## src/rtl/tx_scheduler.sv

```systemverilog
// Two-requester round-robin byte scheduler feeding a transmitter with a
// buffer-ready handshake; times out and flags err if the write is never taken.
module tx_scheduler #(
    parameter int TIMEOUT = 4
) (
    input  logic       clk,
    input  logic       rst,
    input  logic       req0,
    input  logic       req1,
    input  logic [7:0] data0,
    input  logic [7:0] data1,
    output logic       gnt0,
    output logic       gnt1,
    input  logic       tbr,
    output logic       iocs,
    output logic       iorw,
    output logic [1:0] ioaddr,
    output logic [7:0] databus,
    output logic       busy,
    output logic       err
);

    localparam int CW = $clog2(TIMEOUT + 1);
    localparam logic [CW-1:0] CNT_LAST = CW'(TIMEOUT - 1);

    typedef enum logic [1:0] {IDLE, LOAD, WAIT_ACC, WAIT_DONE} state_t;

    state_t        state_q;
    logic [CW-1:0] cnt_q;
    logic [7:0]    hold_q;
    logic          last_q;
    logic          iocs_q;
    logic          iorw_q;
    logic          busy_q;
    logic          err_q;

    logic          grant_d;
    logic          win_d;

    // win_d = 1 selects requester 1; on a tie the one not granted last wins
    always_comb begin
        grant_d = (state_q == IDLE) && tbr && (req0 || req1);
        win_d   = (req0 && req1) ? ~last_q : req1;
    end

    // Grants are combinational so a request is accepted in the same cycle tbr rises
    assign gnt0    = rst & grant_d & ~win_d;
    assign gnt1    = rst & grant_d & win_d;
    assign iocs    = iocs_q;
    assign iorw    = iorw_q;
    assign ioaddr  = 2'b00;
    assign databus = hold_q;
    assign busy    = busy_q;
    assign err     = err_q;

    always_ff @(posedge clk or negedge rst) begin
        if (!rst) begin
            state_q <= IDLE;
            cnt_q   <= '0;
            hold_q  <= 8'h00;
            last_q  <= 1'b1;
            iocs_q  <= 1'b0;
            iorw_q  <= 1'b1;
            busy_q  <= 1'b0;
            err_q   <= 1'b0;
        end else begin
            iocs_q <= 1'b1;
            case (state_q)
                IDLE: begin
                    if (grant_d) begin
                        hold_q  <= win_d ? data1 : data0;
                        last_q  <= win_d;
                        state_q <= LOAD;
                        iorw_q  <= 1'b0;
                        busy_q  <= 1'b1;
                    end
                end
                LOAD: begin
                    state_q <= WAIT_ACC;
                    iorw_q  <= 1'b1;
                    cnt_q   <= '0;
                end
                WAIT_ACC: begin
                    if (!tbr) begin
                        state_q <= WAIT_DONE;
                    end else if (cnt_q == CNT_LAST) begin
                        // Transmitter never took the byte: drop it and flag
                        err_q   <= 1'b1;
                        state_q <= IDLE;
                        busy_q  <= 1'b0;
                    end else begin
                        cnt_q <= cnt_q + 1'b1;
                    end
                end
                WAIT_DONE: begin
                    if (tbr) begin
                        state_q <= IDLE;
                        busy_q  <= 1'b0;
                    end
                end
                default: begin
                    state_q <= IDLE;
                    busy_q  <= 1'b0;
                    iorw_q  <= 1'b1;
                end
            endcase
        end
    end

endmodule

```

## config.mk

```make
export PLATFORM = sky130hd
export DESIGN_NAME = tx_scheduler
export DESIGN_NICKNAME = d
export VERILOG_FILES = /design/src/rtl/tx_scheduler.sv
export SDC_FILE = /design/constraint.sdc
export NUM_CORES = 1
export LEC_CHECK = 0
export CORE_MARGIN = 3
export CORE_UTILIZATION = 30
export DETAILED_ROUTE_END_ITERATION = 6
export HOLD_SLACK_MARGIN = 0.08
export MAX_ROUTING_LAYER = met4
export SLEW_MARGIN = 20
export SYNTH_ARGS = -nofsm -noshare
export SYNTH_HDL_FRONTEND = slang
export SYNTH_SLANG_ARGS = --single-unit
```

## constraint.sdc

```tcl
create_clock -name clk -period 3.6 [get_ports clk]
set_clock_uncertainty 0.2 [all_clocks]
set_input_delay 0.72 -clock clk [delete_from_list [all_inputs] [get_ports clk]]
set_output_delay 0.72 -clock clk [all_outputs]
set_load 0.01 [all_outputs]
```

==> flow_metrics.tcl, run 1 <==
set metrics [dict create \
    synth_area_sq_mm 0.00107 \
    path_clk_slew_ns 0.10 \
    place_area_sq_mm 0.00146 \
    grt_max_degree 18 \
    grt_usage_pct 11.7 \
    htreeDepth 1 \
    antenna_found_initial 0 \
    p_per_area_mw_per_mm2 695 \
    die_w_um 65.9 \
    syn2layout_area_growth_pct 39.3 \
    cell_internal_pwr_mw 0.658 \
    clk_latency_ns 0.29 \
    cts_buffers 3 \
    cts.sink_count 18 \
    cts_root_buf "clkbuf_4" \
    hold_buffers 0 \
    critPathTopFamily "buffers and inverters" \
    synthCells 95 \
    dieArea_sq_mm 0.00434 \
    synth_seq_cells 18 \
    vias 844 \
    ioPinCount 37 \
    p_leak_nw 0.654 \
    wl_per_cell_um 12.7 \
    min_path_type "flip-flop to flip-flop" \
    die_y_um 65.9 \
    synth_top_area_share_pct 37.3 \
    rsz0062_at_grt "no" \
    setup_viol 0 \
    core_sq_mm 0.00339 \
    p_seq_share_pct 34.3 \
    tns_ns 0 \
    yosys.area.top_type "dfrtp_1" \
    power.switching_mw 0.383 \
    ys.flop_type "dfrtp_1" \
    io_buffers 34 \
    min_period_over_period_pct 89.3 \
    critPathKind "input pin to output pin" \
    drt-pass1-iter-count 3 \
    antenna_left 0 \
    grt_pass1_vias 825 \
    cpMostUsedCell "clkdlybuf4s50_1" \
    slew_violations 0 \
    timing.fmax_mhz 311 \
    critPathLaunchType "input pin" \
    postSynthAreaPerCell_sq_um 11.3 \
    cp_max_fo 4 \
    critPathMaxStageDelay_ns 0.58 \
    cts_tree "built" \
    netlist-cell-type-count 37 \
    synth_edf_count 0 \
    hpwl_um 1860 \
    vdd_ir_drop_max_mv 0.190 \
    hold_viol 0 \
    critical_path.cell_chain "clkdlybuf4s50_1 -> a21boi_2 -> and4_1 -> clkdlybuf4s50_1" \
    yosys_warnings 0 \
    n_antenna_cell 0 \
    grt_pass1_wl_um 3820 \
    crit_slowest_cell "clkdlybuf4s50_1" \
    place.gp.congestion 0.697 \
    endpoint_kind "output pin" \
    overflow 0 \
    fin_crit_ns 3.21 \
    p_comb_share_pct 53.8 \
    drt-vias-per-instance 4.72 \
    ys_async_sr_fraction_pct 100 \
    critPathArrivalTime_ns 2.29 \
    clock_power_share_pct 12.0 \
    seq_area_frac_synth_pct 42.1 \
    cap_violations 0 \
    drive_above_1_share_pct 15.0 \
    outcome "completed" \
    finalNetCount 162 \
    drt-initial-drc-count 14 \
    reg2reg_slack_ns 1.59 \
    n_fill_cell 305 \
    wl_um 2270 \
    design_area_sq_mm 0.00150 \
    ctsResizeCount 0 \
    required_ns 2.68 \
    cts_setup_buffers 0 \
    timing.critical_path.buf_inv 2 \
    clockBufferDepth 2 \
    drc 0 \
    swShare_pct 36.8 \
    start_util_pct 31.7 \
    placementRows 21 \
    synthTopCellsByArea "dfrtp_1 37%, mux2i_1 8.4%, ha_1 8.1%, dfstp_2 4.9%, o21ai_1 3.7%" \
]
-- cell type report --
class	count	area [sq um]	share of cell area, %
multi-input cells	67	554	37.0
flip-flops and latches	18	453	30.2
repair buffers	39	378	25.2
well taps	46	57.6	3.84
clock buffers	4	36.3	2.42
inverters	5	18.8	1.25
-- worst register-to-register path, cell delays in order, from the launching register on --
cell,delay (ns)
dfrtp_1,0.42
ha_1,0.21
ha_1,0.22
nor2b_1,0.27
mux2_1,0.35
a22o_1,0.23
-- cells in the final DEF, fill, tap and decap left out, types with 2 or more instances in the layout --
master           count
inv_1                5
ha_1                 7
o21ai_1              8
clkbuf_4             3
buf_4                5
nor2b_1              4
a22o_1               2
a21oi_1              2
clkdlybuf4s50_1     34
mux2i_1              9
conb_1               3
dfstp_2              2
nand2_1              9
dfrtp_1             16
-- power groups by stage --
stage                     clock network [mW]  registers [mW]  logic, mW
after floorplan                            0           0.381      0.332
after global placement                     0           0.356      0.549
after detailed placement                   0           0.361      0.569
after CTS                              0.132           0.358      0.568
after global routing                   0.147           0.372      0.622
final                                  0.124           0.356      0.560
-- synth_stat cells (2+ instances only) --
cell / instances
conb_1: 2
a22o_1: 2
dfrtp_1: 16
ha_1: 7
inv_1: 5
nor2b_1: 4
dfstp_2: 2
buf_6: 3
a21oi_1: 2
buf_4: 2
nand2_1: 9
o21ai_1: 8
mux2i_1: 9
-- kinds of logic after synthesis --
logic type                 Yosys count  synth area share, %
other                                2                0.699
muxes                               10                 9.43
AOI/OAI and AO/OA                   26                 21.3
and+or+nand+nor                     20                 10.8
adders and majority gates            7                 8.15
xor gates and xnor gates             1                0.815
buffers and inverters               11                 6.63
DFF                                 18                 42.1
-- worst paths after layout --
path,startpoint,end,depth (start not counted)
setup / recovery,req1,gnt1,4
hold / removal,err,err,1
setup reg to reg,cnt_q[0],cnt_q[1],5
hold reg to reg,err,err,1
max in group asynchronous,rst,iorw,2
min in group asynchronous,rst,databus[5],1
-- registers in the layout, indices dropped and copies added, names as in the netlist --
| signal | count |
|---|---|
| cnt_q | 3 |
| state_q | 2 |
| iocs | 1 |
| err | 1 |
| last_q | 1 |
| busy | 1 |
| databus | 8 |
| iorw | 1 |
-- stage by stage --
| stage | hold slack [ns] | setup slack [ns] | power, mW | utilization, % | std cells |
|---|---|---|---|---|---|
| after detailed placement | 0.262 | 0.371 | 0.930 | 43.1 | 175 |
| after global routing | 0.325 | 0.303 | 1.14 | 44.2 | 179 |
| final | 0.279 | 0.385 | 1.04 | 44.2 | 179 |
| after global placement | 0.261 | 0.388 | 0.906 | 43.1 | 175 |
| after CTS | 0.287 | 0.369 | 1.06 | 44.2 | 179 |
| after floorplan | 0.224 | 1.21 | 0.712 | - | 96 |
-- layer usage --
layer | global-route usage (%) | wire [um] | up-vias
met4 | 3.89 | 28 | 0
met2 | 19.6 | 1090 | 28
met1 | 13.5 | 955 | 400
met5 | - | 0 | -
li1 | - | - | 412
met3 | 3.40 | 190 | 4
No activity file was read; power rests on OpenSTA's default activity.
==> run 2, diff against run 1 <==
--- a/config.mk
+++ b/config.mk
@@ -5,11 +5,13 @@
 export SDC_FILE = /design/constraint.sdc
 export NUM_CORES = 1
 export LEC_CHECK = 0
+export CAP_MARGIN = 10
 export CORE_MARGIN = 3
-export CORE_UTILIZATION = 30
+export CORE_UTILIZATION = 35
 export DETAILED_ROUTE_END_ITERATION = 6
 export HOLD_SLACK_MARGIN = 0.08
 export MAX_ROUTING_LAYER = met4
+export SKIP_LAST_GASP = 1
 export SLEW_MARGIN = 20
 export SYNTH_ARGS = -nofsm -noshare
 export SYNTH_HDL_FRONTEND = slang
==> flow_metrics.tcl, run 2 (same netlist as run 1, synthesis figures left out) <==
set metrics [dict create \
    outcome "completed" \
    ctsResizeCount 0 \
    drc 0 \
    dieArea_sq_mm 0.00377 \
    cap_violations 0 \
    htreeDepth 1 \
    cts_buffers 3 \
    overflow 0 \
    vias 821 \
    core_sq_mm 0.00283 \
    drt-pass1-iter-count 2 \
    reg2reg_slack_ns 1.60 \
    io_buffers 34 \
    placementRows 19 \
    grt_pass1_wl_um 3800 \
    n_antenna_cell 0 \
    hold_viol 0 \
    syn2layout_area_growth_pct 36.9 \
    slew_violations 0 \
    clk_latency_ns 0.29 \
    timing.rr.start "cnt_q[0]" \
    drt-vias-per-instance 5.04 \
    cts_tree "built" \
    grt_pass1_vias 858 \
    drive_above_1_share_pct 14.4 \
    place_inst 159 \
    worst_hold_startpoint "databus[3]" \
    setup_ws_ns 0.359 \
    vdd_ir_drop_max_mv 0.397 \
    final_cell_mix "34 x clkdlybuf4s50_1, 16 x dfrtp_1, 9 x mux2i_1, 9 x nand2_1, 8 x o21ai_1" \
    place.gp.congestion 0.720 \
    wl_um 2340 \
    drt-initial-drc-count 10 \
    cts.sink_count 18 \
    layout.cells.non_filler 163 \
    critPathArrivalTime_ns 2.32 \
    timing.fmax_mhz 309 \
    min_path_type "flip-flop to flip-flop" \
    grt_usage_pct 14.1 \
    die_w_um 61.4 \
    critPathLaunchType "input pin" \
    cts_setup_buffers 0 \
    reg2reg_to "cnt_q[1]" \
    p_per_area_mw_per_mm2 705 \
    final_util_pct 52.0 \
    dp_slack_ns 0.348 \
    endpoint_kind "output pin" \
    setup_viol 0 \
    antenna_left 0 \
    antenna_found_initial 0 \
    ioPinCount 37 \
    final_common_cell "clkdlybuf4s50_1" \
    fin_crit_ns 3.24 \
    power_mw 1.04 \
    finalNetCount 161 \
    rr_worst_depth 5 \
    clockBufferDepth 2 \
    largest_reg_flops 8 \
    hold_buffers 0 \
    holdPathStages 2 \
    wl_per_cell_um 14.4 \
    die_y_um 61.4 \
    cts_root_buf "clkbuf_4" \
    hpwl_um 1870 \
    critPathKind "input pin to output pin" \
    required_ns 2.68 \
    rsz0062_at_grt "no" \
    grt_max_degree 18 \
    min_period_over_period_pct 90.0 \
    start_util_pct 38.0 \
    cp_max_fo 4 \
    tns_ns 0 \
    p_leak_nw 0.649 \
    whs_endpoint "databus[3]" \
    path_clk_slew_ns 0.11 \
]
==> run 2: per-layer routing <==
metal / GRT usage [%] / up-vias / part of all wire [%]
met1: 16.1 / 381 / 43
met2: 24.2 / 28 / 47
li1: - / 410 / -
met4: 4.55 / 0 / 0.51
met3: 3.56 / 2 / 9.0
met5: - / - / 0
==> run 2: worst max path at each step <==
stage	startpoint	end	slack, ns	cells after the start
finish	req1	gnt1	0.36	4
global route	req1	gnt1	0.30	4
CTS	req1	gnt1	0.34	4
detailed placement	req1	gnt1	0.35	4
global placement	req1	gnt1	0.40	4
floorplan	state_q[0]	gnt0	1.21	5
==> run 2: where the power goes <==
part	internal, mW	total [mW]	switching (mW)
clock network	0.0615	0.127	0.0653
logic	0.295	0.558	0.263
registers	0.299	0.352	0.0529
==> run 2: stage by stage <==
| stage | instance area, sq um | hold WS [ns] |
|---|---|---|
| final | 1470 | 0.294 |
| after CTS | 1470 | 0.302 |
| after detailed placement | 1440 | 0.276 |
| after global routing | 1470 | 0.328 |
| after global placement | 1440 | 0.269 |
| after floorplan | 1080 | 0.224 |
==> run 2: cell type report <==
| class | count | area [sq um] |
|---|---|---|
| tap | 31 | 38.8 |
| clock buffer | 4 | 36.3 |
| multi-input combinational | 67 | 554 |
| fill | 266 | 1360 |
| inverter | 5 | 18.8 |
| timing repair buffer | 38 | 370 |
| sequential | 18 | 453 |
==> run 2: worst max-delay path: stages <==
cell,delay [ns]
clkdlybuf4s50_1,0.59
a21boi_2,0.25
and4_1,0.22
clkdlybuf4s50_1,0.54
==> run 3, diff against run 2 <==
--- a/config.mk
+++ b/config.mk
@@ -7,10 +7,11 @@
 export LEC_CHECK = 0
 export CAP_MARGIN = 10
 export CORE_MARGIN = 3
-export CORE_UTILIZATION = 35
+export CORE_UTILIZATION = 48
 export DETAILED_ROUTE_END_ITERATION = 6
 export HOLD_SLACK_MARGIN = 0.08
 export MAX_ROUTING_LAYER = met4
+export PLACE_DENSITY = 0.84
 export SKIP_LAST_GASP = 1
 export SLEW_MARGIN = 20
 export SYNTH_ARGS = -nofsm -noshare
==> flow_metrics.tcl, run 3 (same netlist as run 1, synthesis figures left out) <==
set metrics [dict create \
    outcome "completed" \
    clock_power_share_pct 12.0 \
    critPathMaxStageDelay_ns 0.53 \
    largest_reg_flops 8 \
    timing.fmax_mhz 306 \
    drt-vias-per-instance 5.16 \
    antenna_found_initial 0 \
    ioPinCount 37 \
    placementRows 16 \
    hpwl_um 1770 \
    grt_pass1_wl_um 3350 \
    grt_pass1_vias 804 \
    hold_viol 0 \
    n_antenna_cell 0 \
    p_comb_share_pct 53.7 \
    drt-pass1-iter-count 2 \
    required_ns 2.68 \
    clk_latency_ns 0.29 \
    vias 825 \
    cts.sink_count 18 \
    rsz0062_at_grt "no" \
    place.gp.congestion 0.768 \
    layout.cells.non_filler 160 \
    critPathKind "input pin to output pin" \
    p_seq_share_pct 34.4 \
    clockBufferDepth 2 \
    setup_viol 0 \
    final_common_cell "clkdlybuf4s50_1" \
    multi_input_area_sq_um 554 \
    drt-initial-drc-count 9 \
    cell_internal_pwr_mw 0.656 \
    p_per_area_mw_per_mm2 700 \
    sequential_cell_area_sq_um 453 \
    cp_max_fo 5 \
    die_w_um 53.3 \
    wl_per_cell_um 13.5 \
    finalNetCount 162 \
    cap_violations 0 \
    cts_root_buf "clkbuf_4" \
    drc 0 \
    cpMostUsedCell "clkdlybuf4s50_1" \
    overflow 0 \
    swShare_pct 36.4 \
    cts_setup_buffers 0 \
    final_cell_mix "34 x clkdlybuf4s50_1, 16 x dfrtp_1, 9 x mux2i_1, 9 x nand2_1, 8 x o21ai_1" \
    critical_path.cell_chain "clkdlybuf4s50_1 -> a21boi_2 -> and4_1 -> clkdlybuf4s50_1" \
    min_path_type "flip-flop to flip-flop" \
    power_mw 1.03 \
    drive_above_1_share_pct 15.0 \
    p_leak_nw 0.654 \
    crit_slowest_cell "clkdlybuf4s50_1" \
    min_period_over_period_pct 90.7 \
    worst_hold_slack_ns 0.289 \
    place_area_sq_mm 0.00144 \
    endpoint_kind "output pin" \
    antenna_left 0 \
    critPathArrivalTime_ns 2.34 \
    dieArea_sq_mm 0.00284 \
    wl_met3_um 184 \
    start_util_pct 52.6 \
    slew_violations 0 \
    n_fill_cell 168 \
    syn2layout_area_growth_pct 37.1 \
    cts_tree "built" \
    grt_usage_pct 16.3 \
    fin_crit_ns 3.26 \
    highest_layer "met4" \
    place_inst 156 \
    dr_wl_met2_um 1030 \
    tns_ns 0 \
    power.switching_mw 0.376 \
    vdd_ir_drop_max_mv 0.543 \
    critPathLaunchType "input pin" \
    ctsResizeCount 0 \
    die_y_um 53.3 \
    wl_um 2160 \
    path_clk_slew_ns 0.10 \
    hold_buffers 0 \
    io_buffers 34 \
    met1_length_um 924 \
    cts_buffers 3 \
    core_sq_mm 0.00204 \
    grt_max_degree 18 \
    htreeDepth 1 \
    design_area_sq_mm 0.00147 \
]
[run 3: layout make-up]
type                    count  share of cell area (%)
clock buffers               4                    2.46
inverters                   5                    1.27
multi-input cells          67                    37.6
flip-flops and latches     18                    30.7
well taps                  27                    2.29
repair buffers             39                    25.6
[run 3: critical path: cells and delay by family]
kind / cells / cell delay, ns
AOI/OAI and AO/OA: 1 / 0.33
buffers and inverters: 2 / 1.05
and+or+nand+nor: 1 / 0.23
[run 3: power by group through the flow]
| stage | registers (mW) | clock network, mW | logic, mW |
|---|---|---|---|
| 6_report | 0.355 | 0.124 | 0.554 |
| 5_1_grt | 0.367 | 0.136 | 0.606 |
| 4_1_cts | 0.356 | 0.128 | 0.562 |
| 3_5_place_dp | 0.360 | 0 | 0.562 |
| 3_3_place_gp | 0.354 | 0 | 0.544 |
| 2_1_floorplan | 0.381 | 0 | 0.332 |
[run 3: final timing paths]
path | from | to | slack (ns) | cells past startpoint
hold reg to reg | err | err | 0.29 | 1
min in group asynchronous | rst | databus[7] | 0.45 | 1
setup / recovery | req0 | gnt1 | 0.34 | 4
max in group asynchronous | rst | iorw | 2.21 | 2
setup reg to reg | cnt_q[0] | cnt_q[1] | 1.61 | 5
hold / removal | err | err | 0.29 | 1
[run 3: per-layer routing]
metal,vias up,GRT usage (%)
met4,0,3.83
li1,413,-
met3,2,3.66
met2,29,28.0
met1,381,19.4
met5,-,-
[run 3: per-stage QoR]
step                      setup WS, ns  utilization (%)
after floorplan                   1.21                -
after global placement           0.377             70.4
after detailed placement         0.344             70.4
after CTS                        0.344             72.2
after global routing             0.273             72.2
final                            0.336             72.2
